$ cat src/rtl/seq_u_arrtm.sv
`default_nettype none
// ============================================================================
// Module   : seq_u_arrtm
// Purpose  : Sequential shift-and-add unsigned multiplier with runtime
//            truncation. The operand bits below ke = min(k, N-1) are
//            dropped, giving ((a >> ke) * (b >> ke)) << (2*ke), and one
//            multiplier row is accumulated per cycle. The result is
//            returned over a valid/ready handshake.
// Revision : 1.0 - initial release
// ============================================================================
module seq_u_arrtm #(
  parameter int N  = 8,
  parameter int KW = $clog2(N)
) (
  input  logic            clk,
  input  logic            rst,
  input  logic            in_valid,
  output logic            in_ready,
  input  logic [N-1:0]    a,
  input  logic [N-1:0]    b,
  input  logic [KW-1:0]   k,
  output logic            out_valid,
  input  logic            out_ready,
  output logic [2*N-1:0]  prod,
  output logic            busy
);

  // Width of the row index, which runs from ke up to N-1.
  localparam int JW = (N > 1) ? $clog2(N) : 1;

  localparam logic [1:0] IDLE = 2'd0;
  localparam logic [1:0] MUL  = 2'd1;
  localparam logic [1:0] DONE = 2'd2;

  logic [1:0]     state_q, state_d;
  logic [N-1:0]   a_q, a_d;
  logic [N-1:0]   b_q, b_d;
  logic [2*N-1:0] acc_q, acc_d;
  logic [JW-1:0]  j_q, j_d;
  logic [2*N-1:0] prod_q, prod_d;

  logic [31:0]    k_ext;
  logic [JW-1:0]  ke;
  logic [N-1:0]   keep_mask;
  logic [2*N-1:0] row;
  logic [2*N-1:0] sum;
  logic           last_row;

  // The truncation level saturates at N-1, so at least the top row is
  // always processed.
  assign k_ext     = 32'(k);
  assign ke        = (k_ext > 32'(N - 1)) ? JW'(N - 1) : JW'(k_ext);
  assign keep_mask = {N{1'b1}} << ke;

  // One partial-product row. Because b_q has its low ke bits cleared and
  // the row index starts at ke, only a[i]&b[j] with i,j >= ke contribute.
  assign row      = {{N{1'b0}}, (a_q & {N{b_q[j_q]}})} << j_q;
  assign sum      = acc_q + row;
  assign last_row = (j_q == JW'(N - 1));

  assign in_ready  = (state_q == IDLE);
  assign out_valid = (state_q == DONE);
  assign busy      = (state_q != IDLE);
  assign prod      = prod_q;

  // Next-state logic: accept in IDLE, one row per cycle in MUL, hold in DONE.
  always_comb begin
    state_d = state_q;
    a_d     = a_q;
    b_d     = b_q;
    acc_d   = acc_q;
    j_d     = j_q;
    prod_d  = prod_q;
    case (state_q)
      IDLE: begin
        if (in_valid) begin
          a_d     = a & keep_mask;
          b_d     = b & keep_mask;
          acc_d   = '0;
          j_d     = ke;
          state_d = MUL;
        end
      end
      MUL: begin
        acc_d = sum;
        j_d   = j_q + 1'b1;
        if (last_row) begin
          prod_d  = sum;
          state_d = DONE;
        end
      end
      DONE: begin
        // No acceptance here: a new operand set waits for IDLE.
        if (out_ready) begin
          state_d = IDLE;
        end
      end
      default: begin
        state_d = IDLE;
      end
    endcase
  end

  // State registers; reset abandons any operation in flight.
  always_ff @(posedge clk) begin
    if (rst) begin
      state_q <= IDLE;
      a_q     <= '0;
      b_q     <= '0;
      acc_q   <= '0;
      j_q     <= '0;
      prod_q  <= '0;
    end else begin
      state_q <= state_d;
      a_q     <= a_d;
      b_q     <= b_d;
      acc_q   <= acc_d;
      j_q     <= j_d;
      prod_q  <= prod_d;
    end
  end

endmodule
`default_nettype wire

$ cat config.mk
export PLATFORM = sky130hd
export DESIGN_NAME = seq_u_arrtm
export DESIGN_NICKNAME = d
export VERILOG_FILES = /design/src/rtl/seq_u_arrtm.sv
export SDC_FILE = /design/constraint.sdc
export NUM_CORES = 1
export LEC_CHECK = 0
export BUFFER_PORTS_ARGS = -buffer_cell sky130_fd_sc_hd__clkbuf_2
export CAP_MARGIN = 15
export CORE_AREA = 8 8 99 101
export DETAILED_ROUTE_END_ITERATION = 6
export DIE_AREA = 0 0 107 109
export SLEW_MARGIN = 20
export SYNTH_ARGS = -nofsm -noshare
export SYNTH_HDL_FRONTEND = slang
export SYNTH_SLANG_ARGS = --single-unit
export TNS_END_PERCENT = 20
$ cat constraint.sdc
create_clock -name clk -period 3.72 [get_ports clk]
set_input_delay 0.558 -clock clk [delete_from_list [all_inputs] [get_ports clk]]
set_output_delay 0.558 -clock clk [all_outputs]
set_load 0.005 [all_outputs]
== Yosys cells after proc, flatten, opt, wreduce, memory -nomap -nowiden ==
Index checks and enable logic that the tools add are counted.
Widths: inputs -> output; s select.
Word-level totals
  word-level logic and storage cells: 39
  output and inout port bits: 19
  input bits: 23
  register bits: 53
Cells by class
  $lt $le $gt $ge: 2
  bitwise gates (word level): 3
  reductions and logical operators: 7
  shift-type cells: 2
  equal/unequal tests: 6
  muxes and demuxes: 11
  add/subtract/negate cells: 2
Operators with widths (number)
  $pmux 16 s2: 1
  $and 8x8->8: 3
  $add 16x16->16: 1
  $mux 16: 1
  $shl 8x3->16: 1
  $shl 8x3->8 const A: 1
  $mux 2: 3
  $mux 3: 2
  $pmux 2 s3: 1
  $pmux 3 s2: 1
  $reduce_and 2->1: 3
  $lt 3x4->1 const B: 1
  $ne 2x2->1 const B: 2
  $reduce_bool 2->1: 2
  $add 3x1->3 const B: 1
  $bmux 1 s3: 1
  $eq 3x3->1 const B: 1
  $gt 3x3->1 const B: 1
  $reduce_and 3->1: 1
  $eq 2x1->1 const B: 1
  $eq 2x2->1 const B: 1
  $logic_not 2->1: 1
  $ne 2x1->1 const B: 1
  $mux 1: 1

== Logic depth before layout (Yosys ltp) ==
  depth after elaboration: 6
  gate-level depth with buffers: 15
  gate-level depth less buffers: 13

== Worst setup path before layout ==
OpenSTA, ideal clock, no wires.
  kind: register to register
  start: register j_q[0]
  end: register prod_q[12], in the netlist prod[12]
  arrival time: 3.067 ns
  setup slack: 0.574 ns
  data required time: 3.641 ns
  path buffers: 2
  cell stages (with the launch flop): 15
  cells stage by stage: dfxtp_1 buf_2 mux4_2 nand2_1 inv_1 a21oi_2 nor2_1 ha_1 buf_4 and4_4 and2_4 a311oi_2 a31oi_2 xnor2_1 a211oi_2
Between the ends
  cells in the longest elaborated chain, start to end: 5
Ends and longest elaborated chain
  from (decl): line 39  | logic [JW-1:0] j_q, j_d;
  from (signal assigned): line 118  | j_q <= j_d;
  $bmux 1 s3: line 57  | assign row = {{N{1'b0}}, (a_q & {N{b_q[j_q]}})} << j_q;
  $mux 1 (implied by the code): line 57
  $and 8x8->8: line 57
  $shl 8x3->16: line 57
  $add 16x16->16: line 58  | assign sum = acc_q + row;
  to (signal assigned): line 119  | prod_q <= prod_d;
  to (decl): line 40  | logic [2*N-1:0] prod_q, prod_d;
Parallel ways exist; a longest one is shown, timed or not. The select of a mux whose other input is x is not followed.
A chain may end at the register's enable or synchronous reset.

== Final worst setup path ==
  start: register j_q[0]
  end: register prod_q[14], in the netlist prod[14]
Same word-level chain as after synthesis.

==> impl_metrics.yaml <==
clocking:
  numCtsBuffers: 5
  clk_latency_ns: 0.32
  root_buffer: "clkbuf_8"
  clock-sinks: 53
  path_clk_slew_ns: 0.11
  htree_levels: 2
  clockBufferDepth: 2
  cts_tree: "done"
  ctsHoldBuffers: 0
  post_cts_resized: 0
  post_cts_buffers: 0
power:
  irDropWorstVdd_v: 0.0001375
  power_leakage_nw: 1.467
  p_per_area_mw_per_mm2: 306.6
critical_path:
  crit_type: "reg2reg"
  cp_top_family: "compound AO/OA/AOI/OAI gates"
  cp.required_ns: 3.93
  crit_chain: "mux4_2 > nand2_1 > inv_1 > a21oi_2 > nor2_1 > ha_1 > o21ai_0 > a21boi_0 > o21ai_0 > a22oi_2 > nor4b_1 > a311o_1"
  crit_buf_inv: 1
  end_kind: "register"
  cp_slowest_stage_delay_ns: 0.52
  critPathMostFrequentCell: "o21ai_0"
  cp.arrival_ns: 3.48
  cpMaxStageDelayCell: "mux4_2"
  cp-start-kind: "register"
  critPathMaxFanout: 7
sta:
  drv_slew: 0
  setup_viol: 0
  fmax_mhz: 305.5
  max_slew_margin: 0.3490
  timing.final.crit_share: 0.8800
  worst_pin_slew_ns: 0.9742
  fin_setup_tns_ns: 0
  rsz0062_at_grt: "no"
  finClkSkew_ns: 0.007046
  timing.hold.ws_ns: 0.4560
  hold_viol: 0
  fin_crit_ns: 3.274
flow_run:
  maxCapViolCount: 0
synthesis:
  mappedNetlistNets: 442
  yosys_warnings: 0
  ys_seq_area_frac: 0.3311
  synth.area.top_cells: "dfxtp_1 (33%), ha_1 (7.0%), nand2_1 (6.3%)"
  yosys-top-cells-count: "nand2_1 (54), dfxtp_1 (53), nor2_1 (48)"
  yosysTopAreaCell: "dfxtp_1"
  synthFlopType: "dfxtp_1"
  synthCells: 400
  syn_area_sq_mm: 0.003204
  ys_ff_latch: 53
  yosysMostFrequentCell: "nand2_1"
  synth.avg_cell_area_sq_um: 8.011
  yosysUniqueCellTypes: 58
  synth_top_area_share: 0.3311
  synth_edf_count: 0
  synth-async-reset-ratio: 0
die:
  die_x_um: 107
  die_area_sq_mm: 0.01166
  initial_utilization: 0.3824
  die_h_um: 109
  core_sq_mm: 0.008381
  rows: 34
  boundaryPins: 42
place:
  port_buffers: 41
  place_hpwl_mm: 6.283
  gp_congestion: 0.8391
grt:
  grt_first_pass_wirelength_mm: 13.87
  grt_antenna_before_repair: 0
  grt_max_degree: 43
  gr-usage-all-layers: 0.1463
  grt_pass1_vias: 2922
  grt-ovfl-total: 0
routing:
  wl_per_cell_um: 15.27
  vias: 2958
  remaining_drc_errors: 0
  dr.pass1.iters: 4
  via_per_inst: 5.498
  drt-initial-drc-count: 151
  wl_mm: 8.215
  ant_nets: 0
final_layout:
  area_growth_pct: 11.44
  drive_gt1_frac: 0.1791
  nNetsFinal: 471
  antenna_cells: 0
worst_hold_path:
  hold_path.class: "in2reg"
run_status:
  status: "completed"
## per-layer routing
layer	vias to the layer above	GRT usage	wire length [um]
li1	1493	-	-
met1	1393	0.1794	3737
met2	59	0.2482	3977
met3	13	0.02896	339
met4	0	0.05528	161
met5	-	0	0
## state kept, by name (all words and copies together) (netlist names)
register  count
acc_q        16
prod         16
a_q           8
b_q           8
j_q           3
state_q       2
## through the flow
step                        util  instance area [sq um]  power [W]  std cells  setup WS (ns)
final                     0.4261                   3571   0.001095        538         0.4464
after floorplan                -                   3204  0.0007172        400         0.5740
after CTS                 0.4261                   3571   0.001106        538         0.4367
after global placement    0.4153                   3481  0.0007598        530         0.5432
after detailed placement  0.4153                   3481  0.0007607        530         0.4710
after global routing      0.4261                   3571   0.001148        538         0.1367
## layout by cell type, fill, tap and decap left out, types with 3 or more instances in the layout
cell / count
nand2_1: 54
dfxtp_1: 53
nor2_1: 48
clkbuf_2: 41
a21oi_1: 39
nand3_1: 18
ha_1: 18
a31oi_1: 10
inv_1: 9
a22oi_1: 9
o21ai_0: 9
nor3_1: 8
mux2i_1: 6
a211oi_1: 6
xor2_1: 6
xnor2_1: 6
mux2_2: 5
nor2b_1: 5
a21o_1: 5
a22o_1: 5
clkbuf_8: 5
buf_4: 5
and3_1: 4
nand2b_1: 4
and2_1: 4
o211ai_1: 4
a21oi_2: 3
## power by group
| group | internal (W) | total [W] | leakage, nW | switching, W |
|---|---|---|---|---|
| logic | 0.0000587 | 0.000151 | 0.993 | 0.0000925 |
| clock network | 0.000134 | 0.000346 | 0.0445 | 0.000212 |
| registers | 0.000580 | 0.000597 | 0.429 | 0.0000174 |
| total | 0.000773 | 0.00109 | 1.47 | 0.000322 |
## worst reg2reg max path: cells and delay by family, from the launching register on
family,cells,cell delay (ns)
adders and majority gates,1,0.36
buffers and inverters,1,0.08
and+or+nand+nor,3,0.41
DFF,1,0.41
AOI/OAI and AO/OA,6,1.40
muxes,1,0.52
## layout make-up
type	count	area [sq um]
fill	880	4810
multi-input combinational	314	2008
sequential	53	1061
timing repair buffer	46	242.7
tap	108	135.1
clock buffer	5	68.82
inverter	9	33.78
clock inverter	3	21.27
## final timing paths
check / end / depth (start not counted) / slack, ns / from
max: prod[14]$_SDFFE_PP0P_ / 12 / 0.45 / j_q[0]$_SDFFE_PP0P_
min: b_q[7]$_SDFFE_PP0P_ / 3 / 0.46 / b[7]
max reg2reg: prod[14]$_SDFFE_PP0P_ / 12 / 0.45 / j_q[0]$_SDFFE_PP0P_
min reg2reg: prod[10]$_SDFFE_PP0P_ / 2 / 0.46 / prod[10]$_SDFFE_PP0P_
## cell families (layout without fill, tap and decap cells)
kind of cell	count (synthesis)	in the layout	share of synthesized area
XOR/XNOR	12	12	0.03280
buffers and inverters	33	63	0.04217
AND/OR/NAND/NOR	159	159	0.2265
flip-flops	53	53	0.3311
multiplexers	13	13	0.05037
adder cells (fa/ha/maj)	19	19	0.07653
AO/OA/AOI/OAI	111	111	0.2405
(Power assumes the default switching activity.)
